<file path="config.mk">
export PLATFORM = sky130hd
export DESIGN_NAME = imem_loader_flat
export DESIGN_NICKNAME = d
export VERILOG_FILES = /design/src/rtl/imem_loader_if.sv /design/src/rtl/imem_loader.sv /design/src/flat_wrapper.sv
export SDC_FILE = /design/constraint.sdc
export NUM_CORES = 1
export LEC_CHECK = 0
export CORE_ASPECT_RATIO = 2
export CORE_MARGIN = 2
export CORE_UTILIZATION = 29
export DETAILED_ROUTE_END_ITERATION = 10
export PLACE_DENSITY = 0.56
export SYNTH_ARGS = -nofsm -noshare
export SYNTH_HDL_FRONTEND = slang
export SYNTH_SLANG_ARGS = --single-unit
</file>
<file path="constraint.sdc">
create_clock -name clk -period 3.25 [get_ports clk]
set_clock_uncertainty 0.2 [all_clocks]
set_input_delay 0.65 -clock clk [delete_from_list [all_inputs] [get_ports clk]]
set_output_delay 0.65 -clock clk [all_outputs]
set_load 0.01 [all_outputs]
</file>
<file path="src/rtl/imem_loader_if.sv">
// Bundle of the loader's byte-stream handshake, instruction memory write
// port and boot status lines. The master side feeds bytes in; the slave
// side is the loader itself.
interface imem_loader_if #(
  parameter int ADDR_W = 8
);
  logic [7:0]        rx_data;
  logic              rx_valid;
  logic              rx_ready;
  logic              imem_we;
  logic [ADDR_W-1:0] imem_addr;
  logic [15:0]       imem_wdata;
  logic              cpu_reset_n;
  logic              load_done;
  logic              load_error;

  modport master (
    output rx_data, rx_valid,
    input  rx_ready, imem_we, imem_addr, imem_wdata,
    input  cpu_reset_n, load_done, load_error
  );

  modport slave (
    input  rx_data, rx_valid,
    output rx_ready, imem_we, imem_addr, imem_wdata,
    output cpu_reset_n, load_done, load_error
  );
endinterface

</file>
<file path="src/rtl/imem_loader.sv">
// Boot-time program loader. Parses SYNC, LEN, LEN x {hi, lo}, CSUM frames
// from a byte stream, writes each assembled word into instruction memory at
// consecutive addresses and releases the CPU only after a frame whose XOR
// checksum matches. All outputs are registered alongside the state.
module imem_loader #(
  parameter logic [7:0] SYNC_BYTE = 8'hA5,
  parameter int         ADDR_W    = 8
) (
  input  logic         clk,
  input  logic         reset,
  imem_loader_if.slave bus
);

  typedef enum logic [2:0] {
    S_SYNC,
    S_LEN,
    S_HI,
    S_LO,
    S_WR,
    S_CSUM,
    S_DONE,
    S_ERR
  } state_t;

  state_t            state;
  logic [7:0]        len;
  logic [7:0]        hi;
  logic [7:0]        csum;
  logic [ADDR_W-1:0] idx;
  logic [ADDR_W-1:0] last_idx;
  logic              accept;
  logic              is_sync;

  logic              ready_q;
  logic              we_q;
  logic [ADDR_W-1:0] addr_q;
  logic [15:0]       wdata_q;
  logic              cpu_reset_n_q;
  logic              done_q;
  logic              error_q;

  assign accept   = bus.rx_valid & ready_q;
  assign is_sync  = (bus.rx_data == SYNC_BYTE);
  assign last_idx = ADDR_W'(len - 8'd1);

  assign bus.rx_ready    = ready_q;
  assign bus.imem_we     = we_q;
  assign bus.imem_addr   = addr_q;
  assign bus.imem_wdata  = wdata_q;
  assign bus.cpu_reset_n = cpu_reset_n_q;
  assign bus.load_done   = done_q;
  assign bus.load_error  = error_q;

  // Frame parser FSM; each output register is updated on the transition
  // that enters or leaves the state it decodes, so it always equals a
  // Moore decode of the state register.
  always_ff @(posedge clk) begin
    if (!reset) begin
      state         <= S_SYNC;
      len           <= '0;
      hi            <= '0;
      csum          <= '0;
      idx           <= '0;
      ready_q       <= 1'b0;
      we_q          <= 1'b0;
      addr_q        <= '0;
      wdata_q       <= '0;
      cpu_reset_n_q <= 1'b0;
      done_q        <= 1'b0;
      error_q       <= 1'b0;
    end else begin
      ready_q <= 1'b1;
      we_q    <= 1'b0;
      case (state)
        S_SYNC: begin
          if (accept && is_sync) begin
            state <= S_LEN;
            csum  <= '0;
            idx   <= '0;
          end
        end
        S_LEN: begin
          if (accept) begin
            if (bus.rx_data == 8'd0) begin
              state   <= S_ERR;
              error_q <= 1'b1;
            end else begin
              len   <= bus.rx_data;
              state <= S_HI;
            end
          end
        end
        S_HI: begin
          if (accept) begin
            hi    <= bus.rx_data;
            csum  <= csum ^ bus.rx_data;
            state <= S_LO;
          end
        end
        S_LO: begin
          if (accept) begin
            csum    <= csum ^ bus.rx_data;
            state   <= S_WR;
            we_q    <= 1'b1;
            addr_q  <= idx;
            wdata_q <= {hi, bus.rx_data};
            ready_q <= 1'b0;
          end
        end
        S_WR: begin
          if (idx == last_idx) begin
            state <= S_CSUM;
          end else begin
            idx   <= idx + 1'b1;
            state <= S_HI;
          end
        end
        S_CSUM: begin
          if (accept) begin
            if (bus.rx_data == csum) begin
              state         <= S_DONE;
              cpu_reset_n_q <= 1'b1;
              done_q        <= 1'b1;
            end else begin
              state   <= S_ERR;
              error_q <= 1'b1;
            end
          end
        end
        S_DONE: begin
          if (accept && is_sync) begin
            state         <= S_LEN;
            csum          <= '0;
            idx           <= '0;
            cpu_reset_n_q <= 1'b0;
            done_q        <= 1'b0;
          end
        end
        S_ERR: begin
          if (accept && is_sync) begin
            state   <= S_LEN;
            csum    <= '0;
            idx     <= '0;
            error_q <= 1'b0;
          end
        end
        default: begin
          state         <= S_SYNC;
          cpu_reset_n_q <= 1'b0;
          done_q        <= 1'b0;
          error_q       <= 1'b0;
        end
      endcase
    end
  end

endmodule

</file>
<file path="src/flat_wrapper.sv">
// flat-port wrapper written by rule: the top's interface ports become plain ports
module imem_loader_flat 
#(
  parameter logic [7:0] SYNC_BYTE = 8'hA5,
  parameter int         ADDR_W    = 8
)
  (clk, reset, bus_rx_data, bus_rx_valid, bus_rx_ready, bus_imem_we, bus_imem_addr, bus_imem_wdata, bus_cpu_reset_n, bus_load_done, bus_load_error);
  imem_loader_if #(.ADDR_W(ADDR_W)) bus_i ();
  input  logic clk;
  input  logic reset;
  input wire logic [$bits(bus_i.rx_data)-1:0] bus_rx_data;
  input wire logic [$bits(bus_i.rx_valid)-1:0] bus_rx_valid;
  output wire logic [$bits(bus_i.rx_ready)-1:0] bus_rx_ready;
  output wire logic [$bits(bus_i.imem_we)-1:0] bus_imem_we;
  output wire logic [$bits(bus_i.imem_addr)-1:0] bus_imem_addr;
  output wire logic [$bits(bus_i.imem_wdata)-1:0] bus_imem_wdata;
  output wire logic [$bits(bus_i.cpu_reset_n)-1:0] bus_cpu_reset_n;
  output wire logic [$bits(bus_i.load_done)-1:0] bus_load_done;
  output wire logic [$bits(bus_i.load_error)-1:0] bus_load_error;
  assign bus_i.rx_data = bus_rx_data;
  assign bus_i.rx_valid = bus_rx_valid;
  assign bus_rx_ready = bus_i.rx_ready;
  assign bus_imem_we = bus_i.imem_we;
  assign bus_imem_addr = bus_i.imem_addr;
  assign bus_imem_wdata = bus_i.imem_wdata;
  assign bus_cpu_reset_n = bus_i.cpu_reset_n;
  assign bus_load_done = bus_i.load_done;
  assign bus_load_error = bus_i.load_error;
  imem_loader #(.SYNC_BYTE(SYNC_BYTE), .ADDR_W(ADDR_W)) u_core (.clk(clk), .reset(reset), .bus(bus_i));
endmodule
</file>
# After elaboration in Yosys (flattened, before gate mapping)
# Index checks and enable logic that the tools add are counted.
dict set report op_classes {
  add_sub_neg 2
  eq_ne 22
  n_mux 26
  bitwise 3
  reduce_logical 18
}
# op n
set op_table {}
lappend op_table {{one-hot mux 8 bit (2 select lines)} 2}
lappend op_table {{2-to-1 mux 8 bit} 3}
lappend op_table {{2-to-1 mux 3 bit} 7}
lappend op_table {{inequality test 2 x 1 -> 1 bit (second input constant)} 10}
lappend op_table {{one-hot mux 3 bit (6 select lines)} 1}
lappend op_table {{== test 8 bit} 2}
lappend op_table {{== test 3 bit (second input constant)} 4}
lappend op_table {{2-to-1 mux 1 bit} 11}
lappend op_table {{AND reduction 3 bit} 3}
lappend op_table {{adder 8 x 1 -> 8 bit (second input constant)} 1}
lappend op_table {{== test 8 bit (second input constant)} 1}
lappend op_table {{logical NOT 8 bit} 1}
lappend op_table {{subtractor 8 x 1 -> 8 bit (second input constant)} 1}
lappend op_table {{bitwise XOR 8 bit} 1}
lappend op_table {{== test 3 x 2 -> 1 bit (second input constant)} 2}
lappend op_table {{AND reduction 2 bit} 3}
lappend op_table {{AND reduction 6 bit} 1}
lappend op_table {{nonzero test 2 bit} 3}
lappend op_table {{AND reduction 5 bit} 1}
lappend op_table {{inequality test 2 bit (second input constant)} 2}
lappend op_table {{AND reduction 4 bit} 1}
lappend op_table {{== test 3 x 1 -> 1 bit (second input constant)} 1}
lappend op_table {{logical NOT 3 bit} 1}
lappend op_table {{one-hot mux 1 bit (3 select lines)} 1}
lappend op_table {{other kinds (7)} 7}
dict set report word_totals {
  ff_bits 63
  output_inout_bits 29
}

# Longest topological paths before layout
dict set report depth {
  depth_word 4
  mapped_depth 10
}

# Worst setup path before layout
# No wires, ideal clock.
dict set report synth_timing {
  kind {input to register}
  startpoint {input port bus_rx_data[4]}
  endpoint {register u_core.idx[7]}
  arrival_ps 2106
  setup_slack_ps 885
  stages 7
  path_buffers 2
  cell_sequence {clkbuf_1 nor4_1 and3_1 o21ai_1 buf_2 a2111o_1 nand2_1}
}
dict set report synth_between {
  elab_chain_cells 4
}
# element line
set synth_rtl {}
lappend synth_rtl {{from (decl)} flat_wrapper.sv:11} ;# input wire logic [$bits(bus_i.rx_data)-1:0] bus_rx_data;
lappend synth_rtl {{== test 8 bit} imem_loader.sv:43} ;# assign is_sync = (bus.rx_data == SYNC_BYTE);
lappend synth_rtl {{logical AND 1 bit} {imem_loader.sv:76, imem_loader.sv:131, imem_loader.sv:140}}
lappend synth_rtl {{inequality test 2 x 1 -> 1 bit (no source line)} --}
lappend synth_rtl {{AND reduction 3 bit (no source line)} --}
lappend synth_rtl {{to (signal assigned)} imem_loader.sv:114} ;# idx <= idx + 1'b1;
lappend synth_rtl {{to (decl)} imem_loader.sv:29} ;# logic [ADDR_W-1:0] idx;
# Every way passes these cells.
# A chain may end at the register's enable or synchronous reset.

# Worst setup path after layout
dict set report layout_timing {
  startpoint {input port bus_rx_data[2]}
  endpoint {register u_core.idx[4]}
}
# Same word-level chain as after synthesis.

==> impl_metrics.csv <==
group,metric,value,unit
status,status,"complete, no violations",
sta,rsz0062_at_grt,"no",
placed_design,dp_hpwl,6624,um
route,vias,2838,
min_path,whs_path_depth,2,
global_routing,grt_overflow,0,
floorplanning,die-area,11270,um2
job,cap_violations,0,
final_layout,syn2layout_area_growth,27.42,%
final_layout,fillCellCount,1149,
worst_setup_path,reg2reg_depth,6,
worst_setup_path,arrival,2.88,ns
floorplanning,initial_core_util,29.67,%
floorplanning,core_area,10150,um2
min_path,hp-class,"register to register",
cts,cts_hold_buf,0,
sta,slew_viol_final,0,
cts,path_clk_slew,0.05,ns
power,power,1902,uW
sta,finalSetupViolCount,0,
min_path,min_to,"u_core.bus.imem_addr[2]",
logic_synthesis,synth-seq-cells,63,
power,internal-power,1439,uW
global_routing,antenna_found_initial,0,
min_path,hp-start,"u_core.bus.imem_addr[2]",
logic_synthesis,syn_inst,386,
final_layout,n_antenna_cell,0,
final_layout,post-route-util,37.81,%
sta,post-route-min-period,2.830,ns
sta,hold_viol_final,0,
cts,postCtsSetupBuffers,0,
worst_setup_path,r2r_start,"u_core.len[0]",
final_layout,regArea,1261,um2
route,drtIter0Drc,152,
route,dr.pass1.iters,4,
sta,max_freq,353.4,MHz
worst_setup_path,critPathMaxFanout,10,
cts,cts_resized,0,
placed_design,dpl-instance-area,3547,um2
cts,cts_buffers,9,
cts,cts_num_sinks,63,
sta,slew_headroom,34.15,%
power,comb_power_share,8.9,%
global_routing,grt_max_degree,56,
cts,clkLatencyLatePin,0.32,ns
power,pwr-share-seq,42.1,%
cts,cts_tree,"done",
logic_synthesis,synth_area,3012,um2
logic_synthesis,syn_nets,399,
sta,hold_ws,0.2519,ns
final_layout,drive_gt1_share,8.665,%
worst_setup_path,worstSetupStartpointType,"input pin",
final_layout,multi_input_area,1603,um2
route,viasPerCell,5.050,
power,power_density,495.6,nW/um2
power,switching_share,24.33,%
placed_design,port-buffer-count,39,
sta,fin_crit_sh,87.06,%
power,vdd_drop_max,0.3132,mV
floorplanning,fp-row-count,52,
logic_synthesis,yosysSeqAreaShare,41.88,%
final_layout,num-nets-final,435,
power,pwr-share-clk,49.0,%
cts,root_buffer,"clkbuf_16",
floorplanning,die_w,76.06,um
logic_synthesis,synth_ff_type,"dfxtp_1",
cts,clk_path_buf_depth,2,
route,avgRoutedWirePerCell,15.73,um
logic_synthesis,yosysUniqueCellTypes,51,
worst_setup_path,end_kind,"register",
placed_design,place.gp.congestion,0.9244,
logic_synthesis,synthArstFlopShare,0,%
route,remaining_drc_errors,0,
global_routing,track_usage,16.28,%
final_layout,design_area,3837,um2
worst_setup_path,timing.reg2reg.setup_slack,0.81,ns
power,power.switching,462.6,uW
global_routing,grt_pass1_wl,14400,um
route,routed_wl,8839,um
sta,tightestPinTransition,0.9878,ns
power,leakage,0.001378,uW
worst_setup_path,critPathLaunch,"bus_rx_data[2]",
sta,final.setup.tns,0,ns
logic_synthesis,synth-edff-count,0,
worst_setup_path,required,3.30,ns
floorplanning,ios,40,
worst_setup_path,path_class,"input pin to register",
global_routing,grt_pass1_vias,2916,
floorplanning,die_h,148.1,um
logic_synthesis,synth.avg_cell_area,7.802,um2
worst_setup_path,rr_endpoint,"u_core.state[0]",
route,antenna_left,0,
logic_synthesis,yosysWarnings,0,
cts,htree_levels,3,
==> cell usage in the layout (no fill, tap or decap), drive strengths merged, types with 3 or more instances in the layout <==
master / synthesis / layout
mux2i: 10 / 10
dfxtp: 63 / 63
nand3: 7 / 7
clkbuf: 19 / 10
nor2: 30 / 30
nand3b: 3 / 3
nor4: 3 / 3
clkdlybuf4s50: 0 / 39
clkinv: 0 / 4
a2111oi: 3 / 3
a2111o: 3 / 3
a21oi: 54 / 54
nor2b: 8 / 8
xor2: 10 / 10
o21ai: 25 / 25
and3: 7 / 7
o31ai: 3 / 3
nand2: 82 / 82
nor3: 5 / 5
buf: 8 / 13
inv: 7 / 7
and2: 5 / 5
nand2b: 4 / 4
==> flip-flops by register name, indices dropped and copies added, names as in the netlist <==
register,flops
u_core.bus.imem_wdata,16
u_core.bus.imem_addr,8
u_core.csum,8
u_core.hi,8
u_core.idx,8
u_core.len,8
u_core.state,3
u_core.bus.cpu_reset_n,1
u_core.bus.imem_we,1
u_core.bus.load_error,1
u_core.bus.rx_ready,1
==> layout make-up <==
type / instances / share of cell area, %
Clock buffer: 10 / 5.967
Clock inverter: 6 / 1.598
Inverter: 7 / 0.6847
Multi-Input combinational cell: 289 / 41.77
Sequential cell: 63 / 32.87
Tap cell: 135 / 4.402
Timing Repair Buffer: 52 / 12.72
==> metrics by stage <==
stage,setup WS (ns),std cells
6_report,0.4205,562
5_1_grt,0.2889,562
4_1_cts,0.4336,562
3_5_place_dp,0.1059,546
3_3_place_gp,0.1494,546
2_1_floorplan,0.8853,386
==> worst max-delay path by stage <==
| stage | endpoint | slack, ns | cells after the start |
|---|---|---|---|
| finish | u_core.idx[4] | 0.42 | 7 |
| global route | u_core.idx[3] | 0.29 | 7 |
| CTS | u_core.idx[4] | 0.43 | 7 |
| detailed placement | u_core.idx[4] | 0.11 | 7 |
| global placement | u_core.idx[4] | 0.15 | 7 |
| floorplan | u_core.idx[7] | 0.89 | 7 |
==> worst max-delay path: stages <==
cell and delay [ns]:
clkdlybuf4s50_1 0.61, and4_1 0.31, and3_1 0.22, o21ai_1 0.38
nand2_1 0.22, a2111o_1 0.38, o21ai_1 0.10
==> logic make-up after synthesis <==
kind of cell / synth area share [%]
simple gates: 24.18
compound gates: 21.40
flops: 41.88
buf+inv: 4.902
xor+xnor: 3.490
mux: 3.324
fa+ha+maj: 0.8308
==> metal layers <==
metal  vias up  global-route usage [%]  routed length [um]
li1       1406                       -                   -
met1      1361                   15.37                3146
met4         0                   9.636                 403
met2        49                   32.68                5125
met5         -                       0                   0
met3        22                   2.063                 163
==> power by group through the flow <==
stage | clock network [uW] | registers (uW) | logic, uW
after CTS | 951 | 800 | 170
final | 932 | 800 | 169
after floorplan | 0 | 808 | 116
after global placement | 0 | 815 | 167
after detailed placement | 0 | 816 | 170
after global routing | 982 | 802 | 186
==> synth_stat cells (3+ instances only) <==
master    count  area [um2]
o21ai_0      22       110.1
o31ai_1       3       22.52
nand3_1       7       35.03
nor2_1       30       112.6
nand2b_1      4       25.02
nor3_1        5       25.02
a21oi_1      54       270.3
a2111o_1      3       33.78
xor2_1       10       87.58
nand2_1      82       307.8
buf_2         6       30.03
dfxtp_1      63        1261
nand3b_1      3       22.52
nor2b_1       8       50.05
mux2i_1      10       100.1
and2_1        4       25.02
and3_1        7       43.79
clkbuf_1     18       67.56
o21ai_1       3       15.01
inv_1         6       22.52
Note: power is estimated with default switching activity, not from simulation.
